--- src/rtl/count_tracker.sv ---
// count_tracker: watches a 4-bit up/down counter's Q/qcc bus and rebuilds a wide
// absolute count by following wraps, flagging illegal jumps and carry-flag mismatches.
module count_tracker #(
  parameter int unsigned HI_W = 12,
  parameter int unsigned ERRW = 4
) (
  input  logic              cp,
  input  logic              clr,
  input  logic [3:0]        q_in,
  input  logic              qcc_in,
  input  logic              track_en,
  input  logic              resync,
  output logic [HI_W+3:0]   ext_cnt,
  output logic              valid,
  output logic              dir,
  output logic              wrap_up,
  output logic              wrap_dn,
  output logic              jump,
  output logic              qcc_err,
  output logic [ERRW-1:0]   jump_cnt
);

  localparam logic [ERRW-1:0] JCNT_MAX = '1;

  typedef enum logic [1:0] {
    S_IDLE  = 2'd0,
    S_ACQ   = 2'd1,
    S_TRACK = 2'd2
  } state_t;

  state_t          r_state;
  logic [3:0]      r_prev;
  logic [HI_W-1:0] r_hi;
  logic [3:0]      r_lo;
  logic            r_valid;
  logic            r_dir;
  logic            r_wrap_up;
  logic            r_wrap_dn;
  logic            r_jump;
  logic            r_qcc_err;
  logic [ERRW-1:0] r_jcnt;

  // Step classification against the previously sampled nibble
  logic [3:0]      w_d;
  logic            w_up;
  logic            w_dn;
  logic            w_jump;
  logic            w_wrap_up;
  logic            w_wrap_dn;
  logic            w_qcc_bad;
  logic [ERRW-1:0] w_jcnt_inc;

  assign w_d        = q_in - r_prev;
  assign w_up       = (w_d == 4'd1);
  assign w_dn       = (w_d == 4'hF);
  assign w_jump     = (w_d != 4'd0) && !w_up && !w_dn;
  assign w_wrap_up  = (r_prev == 4'hF) && (q_in == 4'd0);
  assign w_wrap_dn  = (r_prev == 4'd0) && (q_in == 4'hF);
  assign w_qcc_bad  = (w_up || w_dn) && (qcc_in != (w_wrap_up || w_wrap_dn));
  assign w_jcnt_inc = (r_jcnt == JCNT_MAX) ? r_jcnt : r_jcnt + ERRW'(1);

  always_ff @(posedge cp or negedge clr) begin
    if (!clr) begin
      r_state   <= S_IDLE;
      r_prev    <= 4'd0;
      r_hi      <= '0;
      r_lo      <= 4'd0;
      r_valid   <= 1'b0;
      r_dir     <= 1'b1;
      r_wrap_up <= 1'b0;
      r_wrap_dn <= 1'b0;
      r_jump    <= 1'b0;
      r_qcc_err <= 1'b0;
      r_jcnt    <= '0;
    end else begin
      r_wrap_up <= 1'b0;
      r_wrap_dn <= 1'b0;
      r_jump    <= 1'b0;

      // Error bookkeeping clears on resync whether or not tracking is enabled
      if (resync) begin
        r_qcc_err <= 1'b0;
        r_jcnt    <= '0;
      end

      if (!track_en) begin
        r_state <= S_IDLE;
        r_valid <= 1'b0;
      end else if (resync) begin
        r_prev  <= q_in;
        r_hi    <= '0;
        r_lo    <= q_in;
        r_state <= S_ACQ;
        r_valid <= 1'b0;
      end else begin
        case (r_state)
          S_IDLE: begin
            r_prev  <= q_in;
            r_hi    <= '0;
            r_lo    <= q_in;
            r_state <= S_ACQ;
            r_valid <= 1'b0;
          end

          S_ACQ: begin
            r_prev <= q_in;
            r_lo   <= q_in;
            if (w_jump) begin
              r_hi   <= '0;
              r_jump <= 1'b1;
              r_jcnt <= w_jcnt_inc;
            end else begin
              r_state <= S_TRACK;
              r_valid <= 1'b1;
              if (w_up) r_dir <= 1'b1;
              if (w_dn) r_dir <= 1'b0;
            end
          end

          S_TRACK: begin
            r_prev <= q_in;
            if (w_jump) begin
              r_state <= S_ACQ;
              r_valid <= 1'b0;
              r_hi    <= '0;
              r_lo    <= q_in;
              r_jump  <= 1'b1;
              r_jcnt  <= w_jcnt_inc;
            end else if (w_up) begin
              r_dir <= 1'b1;
              r_lo  <= q_in;
              if (w_wrap_up) begin
                r_hi      <= r_hi + HI_W'(1);
                r_wrap_up <= 1'b1;
              end
            end else if (w_dn) begin
              r_dir <= 1'b0;
              r_lo  <= q_in;
              if (w_wrap_dn) begin
                r_hi      <= r_hi - HI_W'(1);
                r_wrap_dn <= 1'b1;
              end
            end
            if (w_qcc_bad) r_qcc_err <= 1'b1;
          end

          default: begin
            r_state <= S_IDLE;
            r_valid <= 1'b0;
          end
        endcase
      end
    end
  end

  assign ext_cnt  = {r_hi, r_lo};
  assign valid    = r_valid;
  assign dir      = r_dir;
  assign wrap_up  = r_wrap_up;
  assign wrap_dn  = r_wrap_dn;
  assign jump     = r_jump;
  assign qcc_err  = r_qcc_err;
  assign jump_cnt = r_jcnt;

endmodule

--- config.mk ---
export PLATFORM = sky130hd
export DESIGN_NAME = count_tracker
export DESIGN_NICKNAME = d
export VERILOG_FILES = /design/src/rtl/count_tracker.sv
export SDC_FILE = /design/constraint.sdc
export NUM_CORES = 1
export LEC_CHECK = 0
export CAP_MARGIN = 15
export CELL_PAD_IN_SITES_DETAIL_PLACEMENT = 1
export CELL_PAD_IN_SITES_GLOBAL_PLACEMENT = 2
export CORE_ASPECT_RATIO = 0.5
export CORE_MARGIN = 5
export CORE_UTILIZATION = 35
export CTS_BUF_LIST = sky130_fd_sc_hd__clkbuf_4 sky130_fd_sc_hd__clkbuf_8
export DETAILED_ROUTE_END_ITERATION = 10
export PLACE_DENSITY_LB_ADDON = 0.1
export SLEW_MARGIN = 10
export SYNTH_ARGS = -nofsm -noshare
export SYNTH_HDL_FRONTEND = slang
export SYNTH_SLANG_ARGS = --single-unit
--- constraint.sdc ---
create_clock -name cp -period 4 [get_ports cp]
set_clock_uncertainty 0.1 [all_clocks]
set_input_delay 1 -clock cp [delete_from_list [all_inputs] [get_ports cp]]
set_output_delay 1 -clock cp [all_outputs]
set_load 0.01 [all_outputs]
== After elaboration in Yosys (flattened, before gate mapping) ==
Cells that the tools add are included.

* Reductions and logical operators: 25
* Div/mod/pow operators: 0
* $add $sub $neg: 4
* Bitwise operators: 1
* Equal/unequal tests: 19
* Shift operators: 0
* Mux-type cells: 60
* $mul: 0
* Magnitude comparators: 0

{| class="wikitable"
|+ Operators by type and width
! operator !! number
|-
| $mux W12 || 7
|-
| $mux W4 || 12
|-
| $pmux W12 S3 || 1
|-
| $mux W1 || 32
|-
| $ne A5 B5 Y1 const B || 4
|-
| $eq A4 B4 Y1 const B || 4
|-
| $add A12 B1 Y12 const B || 1
|-
| $sub A12 B1 Y12 const B || 1
|-
| $ne A3 B3 Y1 const B || 3
|-
| $logic_not A4 Y1 || 2
|-
| $mux W2 || 4
|-
| $ne A4 B4 Y1 const B || 2
|-
| $pmux W4 S2 || 1
|-
| $reduce_bool A4 Y1 || 2
|-
| $reduce_and A7 Y1 || 1
|-
| $pmux W2 S3 || 1
|-
| $reduce_and A6 Y1 || 1
|-
| $logic_and A1 B1 Y1 || 5
|-
| $add A4 B1 Y4 const B || 1
|-
| $eq A4 B1 Y1 const B || 1
|-
| $ne A2 B2 Y1 const B || 2
|-
| $pmux W1 S2 || 2
|-
| $reduce_and A2 Y1 || 2
|-
| $reduce_bool A2 Y1 || 2
|-
| other kinds (12) || 15
|}

* RAM bits: 0
* ROM bits: 0
* Memories kept: 0
* Output and inout port bits: 26
* Bits in latches: 0
* Register bits after elaboration: 32

== Depth between registers and ports, before layout ==
* Word-level depth: 9
* Mapped depth: 16
* Gate-level depth less buffers: 16

== Least setup slack after synthesis ==
OpenSTA, ideal clock, no wires.

* Kind: input -> register
* From: input q_in[0]
* To: register r_hi[11]
* Cell stages on the path: 15
* Path buffers: 0
* Setup slack: -0.019 ns
* Arrival time: 3.795 ns
* Cells stage by stage: inv_1 ha_1 inv_1 fa_1 xor2_1 nor2_1 nand3b_4 ha_1 a21oi_1 a211oi_1 o211ai_1 nand2_1 xor2_1 a211oi_1 a211o_1

* Cells in the longest elaborated chain, start to end: 8

{| class="wikitable"
|+ Ends and longest elaborated chain
! what !! line !! RTL
|-
| start, declared || 9 || <nowiki>input logic [3:0] q_in,</nowiki>
|-
| $sub A4 B4 Y4 || 53 || <nowiki>assign w_d = q_in - r_prev;</nowiki>
|-
| $eq A4 B1 Y1 || 54 || <nowiki>assign w_up = (w_d == 4'd1);</nowiki>
|-
| $logic_not A1 Y1 || 56 || <nowiki>assign w_jump = (w_d != 4'd0) && !w_up && !w_dn;</nowiki>
|-
| $logic_and A1 B1 Y1 (2 in series) || 56 ||
|-
| $mux W12 || 122 || <nowiki>if (w_jump) begin</nowiki>
|-
| $pmux W12 S3 || 96 || <nowiki>case (r_state)</nowiki>
|-
| $mux W12 || 89 || <nowiki>end else if (resync) begin</nowiki>
|-
| end signal, assigned || 133 || <nowiki>r_hi <= r_hi + HI_W'(1);</nowiki>
|-
| end signal, assigned || 140 || <nowiki>r_hi <= r_hi - HI_W'(1);</nowiki>
|-
| end, declared || 33 || <nowiki>logic [HI_W-1:0] r_hi;</nowiki>
|}

Parallel ways exist; a longest one is shown, timed or not.
A chain may end at the register's enable or synchronous reset.

== Worst setup path after layout ==
Ends and elaborated chain as after synthesis.

==> out/results.ini <==
[outcome]
status=finished, final reports clean

[routing]
dr.pass1.iters=4
wire_per_inst_um=16.1
drc=0
drt_wl_total_um=6080
vias=1907
antenna_left=0
avgViaCountPerCell=5.04
drt_iter0_markers=78

[power_and_ir_drop]
peakVddDrop_v=0.000174
power_uw=985
p_leak_uw=0.00145
power_density_mw_per_mm2=311

[timing]
tightest_slew_ns=0.658
max_slew_margin_pct=55.7
holdWs_ns=0.396
final-setup-viol-count=0
setup_slack_ns=0.148
timing.final.crit_share_pct=96.3
finalCriticalPeriod_ns=3.85
finalMaxSlewViolations=0
timing.fmax_mhz=260
rsz0062_at_grt=true
hold_viol=0

[critical_path]
critical_path.top_delay_family=adder cells
arrival_ns=3.93
required_ns=4.08
crit_chain=dlygate4sd2_1 > inv_2 > ha_4 > inv_1 > fa_2 > xor2_2 > nor2_2 > nand3b_4 > buf_6 > ha_4 > nand2_2 > a211oi_2 > o211ai_1 > nand2_1 > xor2_2 > a211oi_2 > a211o_1
worst-path-buf-inv=4
end_kind=flop
startpoint_type=primary input
crit_fanout=8
crit_path_max_incr_delay_ns=0.35
crit_type=in2reg
crit_slowest_cell=fa_2

[floorplan]
die-area_mm2=0.00788
rows=20
num_io_pins=35
fp.dieW_um=121
core_mm2=0.00601
initial_core_util_pct=35.7
die_height_um=65.3

[clocking]
h-tree-depth=2
cts_root_buf=clkbuf_8
clock-sinks=32
clk_latency_ns=0.30
clockBufferDepth=2
path_clk_slew_ns=0.07
cts_tree=yes
cts_buffers=5

[yosys]
synth-async-reset-ratio_pct=100
synthDistinctLibCells=46
synth-main-ff-cell=dfrtp_1
syn_avg_cell_area_um2=9.87
yosys_warnings=0
synth_top_area_share_pct=36.2
yosysTopAreaCell=dfrtp_1
ys_ff_latch=32
synth-seq-area-share_pct=37.4
syn_inst=217
syn_nets=247
synth_area_leaders=dfrtp_1, ha_1, a21oi_1, a22o_1, xnor2_1
synth_edf_count=0
netlist_area_mm2=0.00214

[finish]
antenna_cells=0
fillers=675
final_util_pct=52.7
drive_above_1_share_pct=29.9
nets=330
area_growth_pct=47.8
post-route-cell-area_mm2=0.00317

[placed_design]
placed_area_mm2=0.00284
hpwl_um=4520
portBuffers=34
dpl_worst_slack_ns=-0.486
gp_congestion=0.752

[grt]
grt_max_degree=33
grt_pass1_wl_um=10300
grt_antenna_before_repair=0
overflow=0
grtUsageTotal_pct=16.6
first_global_vias=2129

[job]
drv_cap=0

[min_path]
hp-class=reg2reg

==> synth_stat cells (all sizes together), types with 2 or more instances <==
library cell	instances
ha	19
a211oi	3
dfrtp	31
xnor2	8
a21o	7
a21oi	16
o21a	2
xor2	6
nand3b	4
mux2i	3
buf	3
nor3	5
clkbuf	3
nor2	12
a22o	9
o21ai	13
nand3	5
nand4	5
mux2	7
nor4b	2
and2	3
fa	2
nor2b	4
nand2	11
a21boi	2
inv	16
nand2b	2
==> repair_timing <==
action	CTS	global route
gates resized for setup	15	18
hold buffers	0	0
endpoints found under the setup margin	5	5
gates cloned	0	0
buffers inserted	5	3
pin swaps	11	10
==> worst register-to-register path, cell delays in order (launching register included) <==
cell	delay (ns)
dfrtp_1	0.43
ha_4	0.18
inv_1	0.06
fa_2	0.45
nor2_2	0.19
nand3b_4	0.17
buf_6	0.19
ha_4	0.28
nand2_2	0.07
a211oi_2	0.25
o211ai_1	0.13
nand2_1	0.11
xor2_2	0.17
a211oi_2	0.09
a211o_1	0.28
==> placed cells by master, fill, tap and decap left out, types with 2 or more instances in the layout <==
master	count
buf_4	46
clkdlybuf4s50_1	31
dfrtp_1	31
inv_1	15
a21oi_1	13
nor2_1	11
ha_1	11
nand2_1	9
a22o_1	9
xnor2_1	8
o21ai_0	8
ha_4	8
a21o_1	7
clkbuf_8	6
nand4_1	5
nor3_1	5
o21ai_1	5
nand3_1	4
nor2b_1	4
xor2_1	4
mux2_2	4
nand3b_1	3
a21oi_2	3
mux2i_1	3
mux2_1	3
xor2_2	2
nor4b_1	2
and2_1	2
nand2_2	2
a211oi_2	2
nand2b_1	2
o21a_1	2
clkinv_2	2
dlygate4sd2_1	2
buf_6	2
==> registers in the layout, indices dropped and copies added, names as in the netlist <==
register	cells
qcc_err	1
r_state	2
valid	1
wrap_dn	1
wrap_up	1
dir	1
r_prev	4
r_lo	4
jump	1
r_hi	12
jump_cnt	4
==> area by class of cell <==
class / instances / area (µm²) / share of cell area [%]
clock buffers: 6 / 82.6 / 2.61
clock inverters: 2 / 10.0 / 0.316
inverters: 16 / 60.1 / 1.90
multi-input cells: 163 / 1410 / 44.4
flip-flops and latches: 32 / 802 / 25.3
well taps: 77 / 96.3 / 3.04
repair buffers: 82 / 708 / 22.4
==> power by group <==
group          switching [µW]  internal [µW]  total, µW
logic                     171            181        353
registers                16.5            346        363
clock network             132            137        269
==> path summary, 6_finish.rpt <==
path | cells after the start | to | slack [ns] | startpoint
max | 17 | r_hi[11]$_DFFE_PN0P_ | 0.15 | q_in[0]
min | 2 | r_lo[0]$_DFFE_PN0P_ | 0.40 | r_lo[0]$_DFFE_PN0P_
max reg2reg | 14 | r_hi[11]$_DFFE_PN0P_ | 0.72 | r_prev[0]$_DFFE_PN0P_
min reg2reg | 2 | r_lo[0]$_DFFE_PN0P_ | 0.40 | r_lo[0]$_DFFE_PN0P_
max in group asynchronous | 2 | dir$_DFFE_PN1P_ | 2.46 | clr
min in group asynchronous | 2 | r_hi[3]$_DFFE_PN0P_ | 1.00 | clr
==> routing by layer <==
layer / global-route usage (%) / part of all wire [%]
met3: 4.90 / 3.9
met2: 28.7 / 49
met4: 3.39 / 0.91
met5: 0 / 0
met1: 20.8 / 46
==> cell families after synthesis <==
group | synth area share [%]
DFF | 37.4
and+or+nand+nor | 15.2
buffers and inverters | 4.61
muxes | 5.08
adders and majority gates | 13.0
AOI/OAI and AO/OA | 18.9
xor gates and xnor gates | 5.72
==> per-stage QoR <==
step / cells / TNS (ns)
4_1_cts: 375 / 0
5_1_grt: 378 / -0.0869
2_1_floorplan: 217 / 0
6_report: 378 / 0
3_5_place_dp: 362 / -2.91
3_3_place_gp: 362 / -2.25
Power figures use the tool's default switching activity.
